`src/rtl/instruction_queue_if.sv`:
```
// Fetch-side, ROB-side and flush/commit signals of the instruction queue.
interface instruction_queue_if;
    logic        fetch_valid;
    logic [31:0] fetch_ins;
    logic [31:0] fetch_pc;
    logic        iq_full;
    logic        iq_empty;
    logic        rob_full;
    logic        if_ins_launch_flag;
    logic [31:0] if_ins;
    logic [31:0] if_ins_pc;
    logic        commit_flag;
    logic        commit_is_jalr;
    logic        rob_flush;
    logic        jalr_pending;

    // Environment side: fetcher and reorder buffer.
    modport master (
        output fetch_valid, fetch_ins, fetch_pc, rob_full,
               commit_flag, commit_is_jalr, rob_flush,
        input  iq_full, iq_empty, if_ins_launch_flag, if_ins, if_ins_pc, jalr_pending
    );

    // Queue side.
    modport slave (
        input  fetch_valid, fetch_ins, fetch_pc, rob_full,
               commit_flag, commit_is_jalr, rob_flush,
        output iq_full, iq_empty, if_ins_launch_flag, if_ins, if_ins_pc, jalr_pending
    );
endinterface

```
`src/rtl/instruction_queue.sv`:
```
// Instruction queue: FIFO between fetch and ROB issue, one launch per cycle,
// stalls after a JALR launch until that JALR commits, cleared by rob_flush.
module instruction_queue #(
    parameter int DEPTH  = 8,
    parameter int ADDR_W = 3
) (
    input  logic                 clk,
    input  logic                 rst,
    input  logic                 rdy,
    instruction_queue_if.slave   bus
);

    localparam int         CNT_W   = ADDR_W + 1;
    localparam logic [6:0] JALR_OP = 7'b1100111;

    typedef enum logic {
        RUN,
        JALR_WAIT
    } state_t;

    logic [31:0]       r_ins_mem [DEPTH];
    logic [31:0]       r_pc_mem  [DEPTH];
    logic [ADDR_W-1:0] r_head;
    logic [ADDR_W-1:0] r_tail;
    logic [CNT_W-1:0]  r_count;
    state_t            r_state;
    logic              r_launch;
    logic [31:0]       r_ins;
    logic [31:0]       r_pc;
    logic              r_jalr_pending;

    logic              w_full;
    logic              w_empty;
    logic              w_push;
    logic              w_pop;
    logic [31:0]       w_head_ins;
    logic [31:0]       w_head_pc;
    logic              w_head_is_jalr;

    // Occupancy flags and push/pop qualification for this cycle.
    always_comb begin
        w_full         = (r_count == CNT_W'(DEPTH));
        w_empty        = (r_count == '0);
        w_push         = bus.fetch_valid && !w_full;
        w_pop          = (r_state == RUN) && !w_empty && !bus.rob_full;
        w_head_ins     = r_ins_mem[r_head];
        w_head_pc      = r_pc_mem[r_head];
        w_head_is_jalr = (w_head_ins[6:0] == JALR_OP);
    end

    assign bus.iq_full            = w_full;
    assign bus.iq_empty           = w_empty;
    assign bus.if_ins_launch_flag = r_launch;
    assign bus.if_ins             = r_ins;
    assign bus.if_ins_pc          = r_pc;
    assign bus.jalr_pending       = r_jalr_pending;

    // Entry storage; written at tail on an accepted push.
    always_ff @(posedge clk) begin
        if (rst && rdy && !bus.rob_flush && w_push) begin
            r_ins_mem[r_tail] <= bus.fetch_ins;
            r_pc_mem[r_tail]  <= bus.fetch_pc;
        end
    end

    // Pointers, count, launch registers and JALR-wait FSM; all frozen while rdy is low.
    always_ff @(posedge clk or negedge rst) begin
        if (!rst) begin
            r_head         <= '0;
            r_tail         <= '0;
            r_count        <= '0;
            r_state        <= RUN;
            r_launch       <= 1'b0;
            r_ins          <= '0;
            r_pc           <= '0;
            r_jalr_pending <= 1'b0;
        end else if (rdy) begin
            if (bus.rob_flush) begin
                r_head         <= '0;
                r_tail         <= '0;
                r_count        <= '0;
                r_state        <= RUN;
                r_launch       <= 1'b0;
                r_jalr_pending <= 1'b0;
            end else begin
                if (w_push) begin
                    r_tail <= r_tail + 1'b1;
                end

                if (w_pop) begin
                    r_head   <= r_head + 1'b1;
                    r_ins    <= w_head_ins;
                    r_pc     <= w_head_pc;
                    r_launch <= 1'b1;
                end else begin
                    r_launch <= 1'b0;
                end

                case ({w_push, w_pop})
                    2'b10:   r_count <= r_count + 1'b1;
                    2'b01:   r_count <= r_count - 1'b1;
                    default: r_count <= r_count;
                endcase

                // jalr_pending tracks the next state so it rises with the JALR strobe.
                case (r_state)
                    RUN: begin
                        if (w_pop && w_head_is_jalr) begin
                            r_state        <= JALR_WAIT;
                            r_jalr_pending <= 1'b1;
                        end
                    end
                    JALR_WAIT: begin
                        if (bus.commit_flag && bus.commit_is_jalr) begin
                            r_state        <= RUN;
                            r_jalr_pending <= 1'b0;
                        end
                    end
                    default: begin
                        r_state        <= RUN;
                        r_jalr_pending <= 1'b0;
                    end
                endcase
            end
        end
    end

endmodule

```
`src/flat_wrapper.sv`:
```
// flat-port wrapper written by rule: the top's interface ports become plain ports
module instruction_queue_flat 
#(
    parameter int DEPTH  = 8,
    parameter int ADDR_W = 3
)
  (clk, rst, rdy, bus_fetch_valid, bus_fetch_ins, bus_fetch_pc, bus_rob_full, bus_commit_flag, bus_commit_is_jalr, bus_rob_flush, bus_iq_full, bus_iq_empty, bus_if_ins_launch_flag, bus_if_ins, bus_if_ins_pc, bus_jalr_pending);
  instruction_queue_if bus_i ();
  input  logic clk;
  input  logic rst;
  input  logic rdy;
  input wire logic [$bits(bus_i.fetch_valid)-1:0] bus_fetch_valid;
  input wire logic [$bits(bus_i.fetch_ins)-1:0] bus_fetch_ins;
  input wire logic [$bits(bus_i.fetch_pc)-1:0] bus_fetch_pc;
  input wire logic [$bits(bus_i.rob_full)-1:0] bus_rob_full;
  input wire logic [$bits(bus_i.commit_flag)-1:0] bus_commit_flag;
  input wire logic [$bits(bus_i.commit_is_jalr)-1:0] bus_commit_is_jalr;
  input wire logic [$bits(bus_i.rob_flush)-1:0] bus_rob_flush;
  output wire logic [$bits(bus_i.iq_full)-1:0] bus_iq_full;
  output wire logic [$bits(bus_i.iq_empty)-1:0] bus_iq_empty;
  output wire logic [$bits(bus_i.if_ins_launch_flag)-1:0] bus_if_ins_launch_flag;
  output wire logic [$bits(bus_i.if_ins)-1:0] bus_if_ins;
  output wire logic [$bits(bus_i.if_ins_pc)-1:0] bus_if_ins_pc;
  output wire logic [$bits(bus_i.jalr_pending)-1:0] bus_jalr_pending;
  assign bus_i.fetch_valid = bus_fetch_valid;
  assign bus_i.fetch_ins = bus_fetch_ins;
  assign bus_i.fetch_pc = bus_fetch_pc;
  assign bus_i.rob_full = bus_rob_full;
  assign bus_i.commit_flag = bus_commit_flag;
  assign bus_i.commit_is_jalr = bus_commit_is_jalr;
  assign bus_i.rob_flush = bus_rob_flush;
  assign bus_iq_full = bus_i.iq_full;
  assign bus_iq_empty = bus_i.iq_empty;
  assign bus_if_ins_launch_flag = bus_i.if_ins_launch_flag;
  assign bus_if_ins = bus_i.if_ins;
  assign bus_if_ins_pc = bus_i.if_ins_pc;
  assign bus_jalr_pending = bus_i.jalr_pending;
  instruction_queue #(.DEPTH(DEPTH), .ADDR_W(ADDR_W)) u_core (.clk(clk), .rst(rst), .rdy(rdy), .bus(bus_i));
endmodule
```
`config.mk`:
```
export PLATFORM = sky130hd
export DESIGN_NAME = instruction_queue_flat
export DESIGN_NICKNAME = d
export VERILOG_FILES = /design/src/rtl/instruction_queue_if.sv /design/src/rtl/instruction_queue.sv /design/src/flat_wrapper.sv
export SDC_FILE = /design/constraint.sdc
export NUM_CORES = 1
export LEC_CHECK = 0
export ABC_AREA = 0
export BUFFER_PORTS_ARGS = -buffer_cell sky130_fd_sc_hd__buf_2
export CORE_AREA = 5 5 220 179
export CTS_CLUSTER_SIZE = 12
export DETAILED_ROUTE_END_ITERATION = 8
export DIE_AREA = 0 0 225 184
export GPL_TIMING_DRIVEN = 0
export PLACE_DENSITY = 0.8
export SYNTH_ARGS = -nofsm -noshare
export SYNTH_HDL_FRONTEND = slang
export SYNTH_SLANG_ARGS = --single-unit
```
`constraint.sdc`:
```
create_clock -name clk -period 11.5 [get_ports clk]
set_input_delay 0 -clock clk [delete_from_list [all_inputs] [get_ports clk]]
set_output_delay 0 -clock clk [all_outputs]
set_load 0.02 [all_outputs]
```
# == After elaboration in Yosys (flattened, before gate mapping) ==
# Memory sizes are Yosys's and may differ from the RTL's. A register that Yosys moved wholly into a read port is not among the register bits.
# Cells that the tools add are included.
# classes
n_bitwise,2
shift,0
div_mod_pow,0
muxes,18
n_eq_ne,6
add_sub_neg,4
order_cmp,0
multipliers,0
reduce_logical,22
# ops
op,count
two-way mux 3 bit,4
two-way mux 1 bit,10
logical AND 1 bit,8
one-hot mux 4 bit (2 select lines),1
"== test 7 bit, second input constant",1
"adder 3 x 1 -> 3 bit, second input constant",2
"!= test 3 bit, second input constant",2
AND reduction 2 bit,3
AND reduction 3 bit,2
zero test 1 bit,5
"adder 4 x 1 -> 4 bit, second input constant",1
"== test 4 bit, second input constant",1
zero test 4 bit,1
two-way mux 4 bit,1
one-hot mux 1 bit (2 select lines),2
nonzero test 2 bit,2
"subtractor 4 x 1 -> 4 bit, second input constant",1
nonzero test 3 bit,1
"== test 2 x 1 -> 1 bit, second input constant",1
"== test 2 bit, second input constant",1
inverter 1 bit,2
# word_totals
reg_bits,45
mem_count,2
output_inout_bits,68
ramBits,512
latchBits,0
romBits,0
# memory_table
name,depth,word_bits,read_ports,rd_ports_with_merged_regs,wr,line,text
u_core.r_ins_mem,8,32,1,0,1,instruction_queue.sv:21,logic [31:0] r_ins_mem [DEPTH];
u_core.r_pc_mem,8,32,1,1,1,instruction_queue.sv:22,logic [31:0] r_pc_mem [DEPTH];

# == Depth between registers and ports, before layout ==
# depth
depth_word,8
depth_mapped,10

# == Least setup slack after synthesis ==
# OpenSTA, ideal clock, no wires.
# synth_timing
path_type,flip-flop to flip-flop
start,register u_core.r_count[0]
end,memory u_core.r_ins_mem[1][0] (enable)
setup_slack_ps,5618
synth_period_minus_slack_ps,5882
n_path_buf,1
arrival_ps,5317
t_required_ps,10935
path_stages_with_launch,5
setup_ps,565
path_cell_list,dfrtp_1 > or4b_1 > clkbuf_1 > nand4_1 > nor3_1
# synth_via
elab_chain_cells,6
# synth_rtl
element,line,text
start: declaration,instruction_queue.sv:25,logic [CNT_W-1:0] r_count;
start signal: assignment,instruction_queue.sv:100,2'b10: r_count <= r_count + 1'b1;
start signal: assignment,instruction_queue.sv:101,2'b01: r_count <= r_count - 1'b1;
start signal: assignment,instruction_queue.sv:102,default: r_count <= r_count;
== test 4 bit,instruction_queue.sv:42,w_full = (r_count == CNT_W'(DEPTH));
zero test 1 bit,instruction_queue.sv:44,w_push = bus.fetch_valid && !w_full;
logical AND 1 bit,instruction_queue.sv:44,
logical AND 1 bit,instruction_queue.sv:60,if (rst && rdy && !bus.rob_flush && w_push) begin
two-way mux 1 bit,instruction_queue.sv:60,
two-way mux 1 bit (implied by the code),instruction_queue.sv:61,r_ins_mem[r_tail] <= bus.fetch_ins;
end: declaration,instruction_queue.sv:21,
# Every way passes these cells.

# == Worst setup path in the final report ==
# layout_timing
start,input rst
end,memory u_core.r_ins_mem[0][15] (enable)
# layout_via
elab_chain_cells,5
# layout_rtl
element,line,text
start: declaration,flat_wrapper.sv:10,input logic rst;
logical AND 1 bit (3 in a row),instruction_queue.sv:60,
two-way mux 1 bit,instruction_queue.sv:60,
two-way mux 1 bit (implied by the code),instruction_queue.sv:61,
# Every way passes these cells.

==> impl_metrics.toml <==
[outcome]
outcome = "completed"

[cells_and_area]
area_delta_synth_final_pct = 19.7
fin_nets = 1429
n_fill_cell = 2141
final_util_pct = 72.4
regArea_um2 = 17300
multi_input_area_um2 = 4700
drive_above_1_share_pct = 29.3

[critical_path]
rr_worst_depth = 11
critPathKind = "input pin to register"
regToRegSetupSlack_ps = 8410
reg2reg_from = "u_core.r_count[0]"
cp_max_fo = 46
cp.arrival_ps = 3490
cp_slowest_cell = "nor3_2"
worstPathCellList = "dlygate4sd3_1 -> dlygate4sd3_1 -> buf_4 -> buf_16 -> nand2_1 -> nor2_1 -> nand4_1 -> nor3_2 -> buf_6 -> buf_6 -> buf_6"
setup.worst_path.end_class = "register"
critPathRequiredTime_ps = 11780
cp_slowest_stage_delay_ps = 760
startpoint_type = "input pin"
r2r-end = "u_core.r_count[2]"
cp_common_cell = "buf_6"

[floorplanning]
die_area_um2 = 41400
die_h_um = 184
start_util_pct = 60.5
die_w_um = 225
pin_count = 140
core_um2 = 36800
rows = 63

[global_route]
grt_pass1_wl_mm = 74.0
antenna_found_initial = 3
grt_util_met3_pct = 4.49
grt_usage_pct = 23.9
grtUsageMet2_pct = 40.7
use_met1_pct = 33.2
grt_start_max_net_pins = 47
gr-total-overflow = 0
busiest_layer = "met2"
grt_pass1_vias = 12100

[clocking]
clk_latency_ps = 580
cts_setup_buffers = 0
clk_pin_slew_worst_paths_ps = 60
htreeDepth = 2
root_buffer = "clkbuf_16"
cts_sinks = 589
cts_tree = "done"
numCtsBuffers = 56
cts_buffer_depth = 3

[timing]
worstMarginPinSlew_ps = 941
skew_ps = 16.5
final.setup.tns_ps = 0
fmax_mhz = 311
fin_crit_sh_pct = 27.9
slew_headroom_pct = 37.3
setup_viol = 0
hold_viol = 0
slew_viol_final = 0
rsz0062_at_grt = "no"
fin_crit_ps = 3210

[synthesis]
ys.flop_type = "edfxtp_1"
synth_top_area_share_pct = 69.1
synth_top_area_cell = "edfxtp_1"
synth_area_leaders = "edfxtp_1 69%, mux4_2 13%, dfrtp_1 8.7%, mux2i_1 2.9%, o21ai_0 1.6%"
ys_ff_latch = 589
avgSynthCellArea_um2 = 21.2
yosysSeqAreaShare_pct = 77.7
syn_area_um2 = 22300
synthCells = 1051
ys_warn_count = 0
syn-num-nets = 1127
synthArstFlopShare_pct = 13.1
synth.distinct_cells = 46
synth_edf_count = 512

[power]
power_density_nw_per_um2 = 201
p_leak_nw = 9.04
peakVddDrop_mv = 0.143

[min_path]
whs_path_depth = 5
hold_class = "input pin to register"
worstHoldStart = "bus_commit_is_jalr"
min_to = "u_core.bus.jalr_pending"

[routing]
routed_wl_mm = 48.1
first_pass_iters = 6
ant_nets = 0
via_per_inst = 6.00
drtIter0Drc = 1348
wire_per_inst_um = 25.4
drc = 0
num_vias = 11400

[run]
cap_violations = 0

[place]
gp_congestion = 0.740
place_hpwl_mm = 30.8
port-buffer-count = 139
[worst max-delay path, delay by kind of cell]
kind	cells	cell delay, ps
buffers and inverters	7	2090
and+or+nand+nor	4	1360
[where the power goes]
part           switching [W]  leakage [nW]  internal, W
Sequential         0.0000919          5.58      0.00247
Combinational       0.000605          2.66     0.000466
Clock               0.000739         0.805     0.000975
[routing by layer]
layer	up-vias	part of all wire, %
met5	-	0
met4	0	1.9
met3	78	7.0
met2	435	51
met1	5930	40
li1	4909	-
[cells in the mapped netlist, types with 4 or more instances]
library cell,instances
dfrtp_1,77
buf_4,10
nor2_1,12
edfxtp_1,512
inv_1,9
buf_2,19
nand2_1,72
mux4_2,128
o21ai_0,70
clkbuf_1,21
ha_1,4
mux2i_1,65
[area by class of cell]
class                      instances  share of cell area, %
sequential                       589                   64.9
multi-input combinational        397                   17.7
timing repair buffer             244                   7.56
clock buffer                     102                   6.14
tap                              487                   2.29
buffer                            54                   1.02
clock inverter                     4                  0.207
inverter                          11                  0.155
antenna                            3                 0.0282
[layout by cell type, fill, tap and decap left out, types with 2 or more instances in the layout]
cell type	n
edfxtp_1	512
buf_2	157
mux4_2	128
dfrtp_1	77
dlygate4sd3_1	73
nand2_1	72
o21ai_0	70
mux2i_1	65
clkbuf_1	63
clkbuf_16	58
buf_4	12
buf_12	11
buf_6	9
inv_1	9
buf_16	7
nor2_1	6
nor2_4	6
buf_8	5
ha_1	4
diode_2	3
buf_1	3
a31oi_1	3
o22ai_1	3
and3_1	3
nand4b_1	3
inv_2	2
nand4_1	2
nor3_2	2
nand2b_1	2
a211o_1	2
a22o_1	2
o221ai_1	2
clkbuf_8	2
[kinds of logic after synthesis]
logic type / share of synthesized area [%]
AND/OR/NAND/NOR: 2.20
AO/OA/AOI/OAI: 2.46
adder cells (fa/ha/maj): 0.225
XOR/XNOR: 0.0787
flip-flops: 77.7
multiplexers: 15.9
buffers and inverters: 1.40
[metrics by stage]
| step | instance area [um2] | power (W) | instances | hold slack, ps | setup slack, ps |
|---|---|---|---|---|---|
| after CTS | 26600 | 0.00539 | 1888 | 23.2 | 8270 |
| after global routing | 26600 | 0.00559 | 1891 | 144 | 8120 |
| after global placement | 23600 | 0.00362 | 1677 | 260 | 540 |
| final | 26600 | 0.00535 | 1891 | 68.0 | 8290 |
| after detailed placement | 24200 | 0.00366 | 1708 | -6.58 | 8430 |
| after floorplan | 22300 | 0.00330 | 1051 | -296 | 5620 |
[how the worst max path moves through the flow]
stage / startpoint / to / slack [ps] / cells past startpoint
after detailed placement: rst / u_core.r_ins_mem[1][9] / 8430 / 9
after floorplan: u_core.r_count[0] / u_core.r_ins_mem[1][0] / 5620 / 4
after global placement: rst / u_core.r_ins_mem[1][9] / 540 / 5
final: rst / u_core.r_ins_mem[0][15] / 8290 / 11
after global routing: rst / u_core.r_ins_mem[0][15] / 8120 / 11
after CTS: rst / u_core.r_pc_mem[1][19] / 8270 / 11
[what timing repair did]
action	4_1_cts	5_1_grt
hold buffers	74	0
endpoints found under the hold margin	598	0
gates resized for setup	0	0
[state kept, by name, summed over array words and instances, names as in the netlist]
| register | flops |
|---|---|
| u_core.r_ins_mem | 256 |
| u_core.r_pc_mem | 256 |
| u_core.bus.if_ins | 32 |
| u_core.bus.if_ins_pc | 32 |
| u_core.r_count | 4 |
| u_core.r_head | 3 |
| u_core.r_tail | 3 |
| u_core.bus.if_ins_launch_flag | 1 |
| u_core.bus.jalr_pending | 1 |
| u_core.r_state | 1 |
Power figures use the tool's default switching activity.
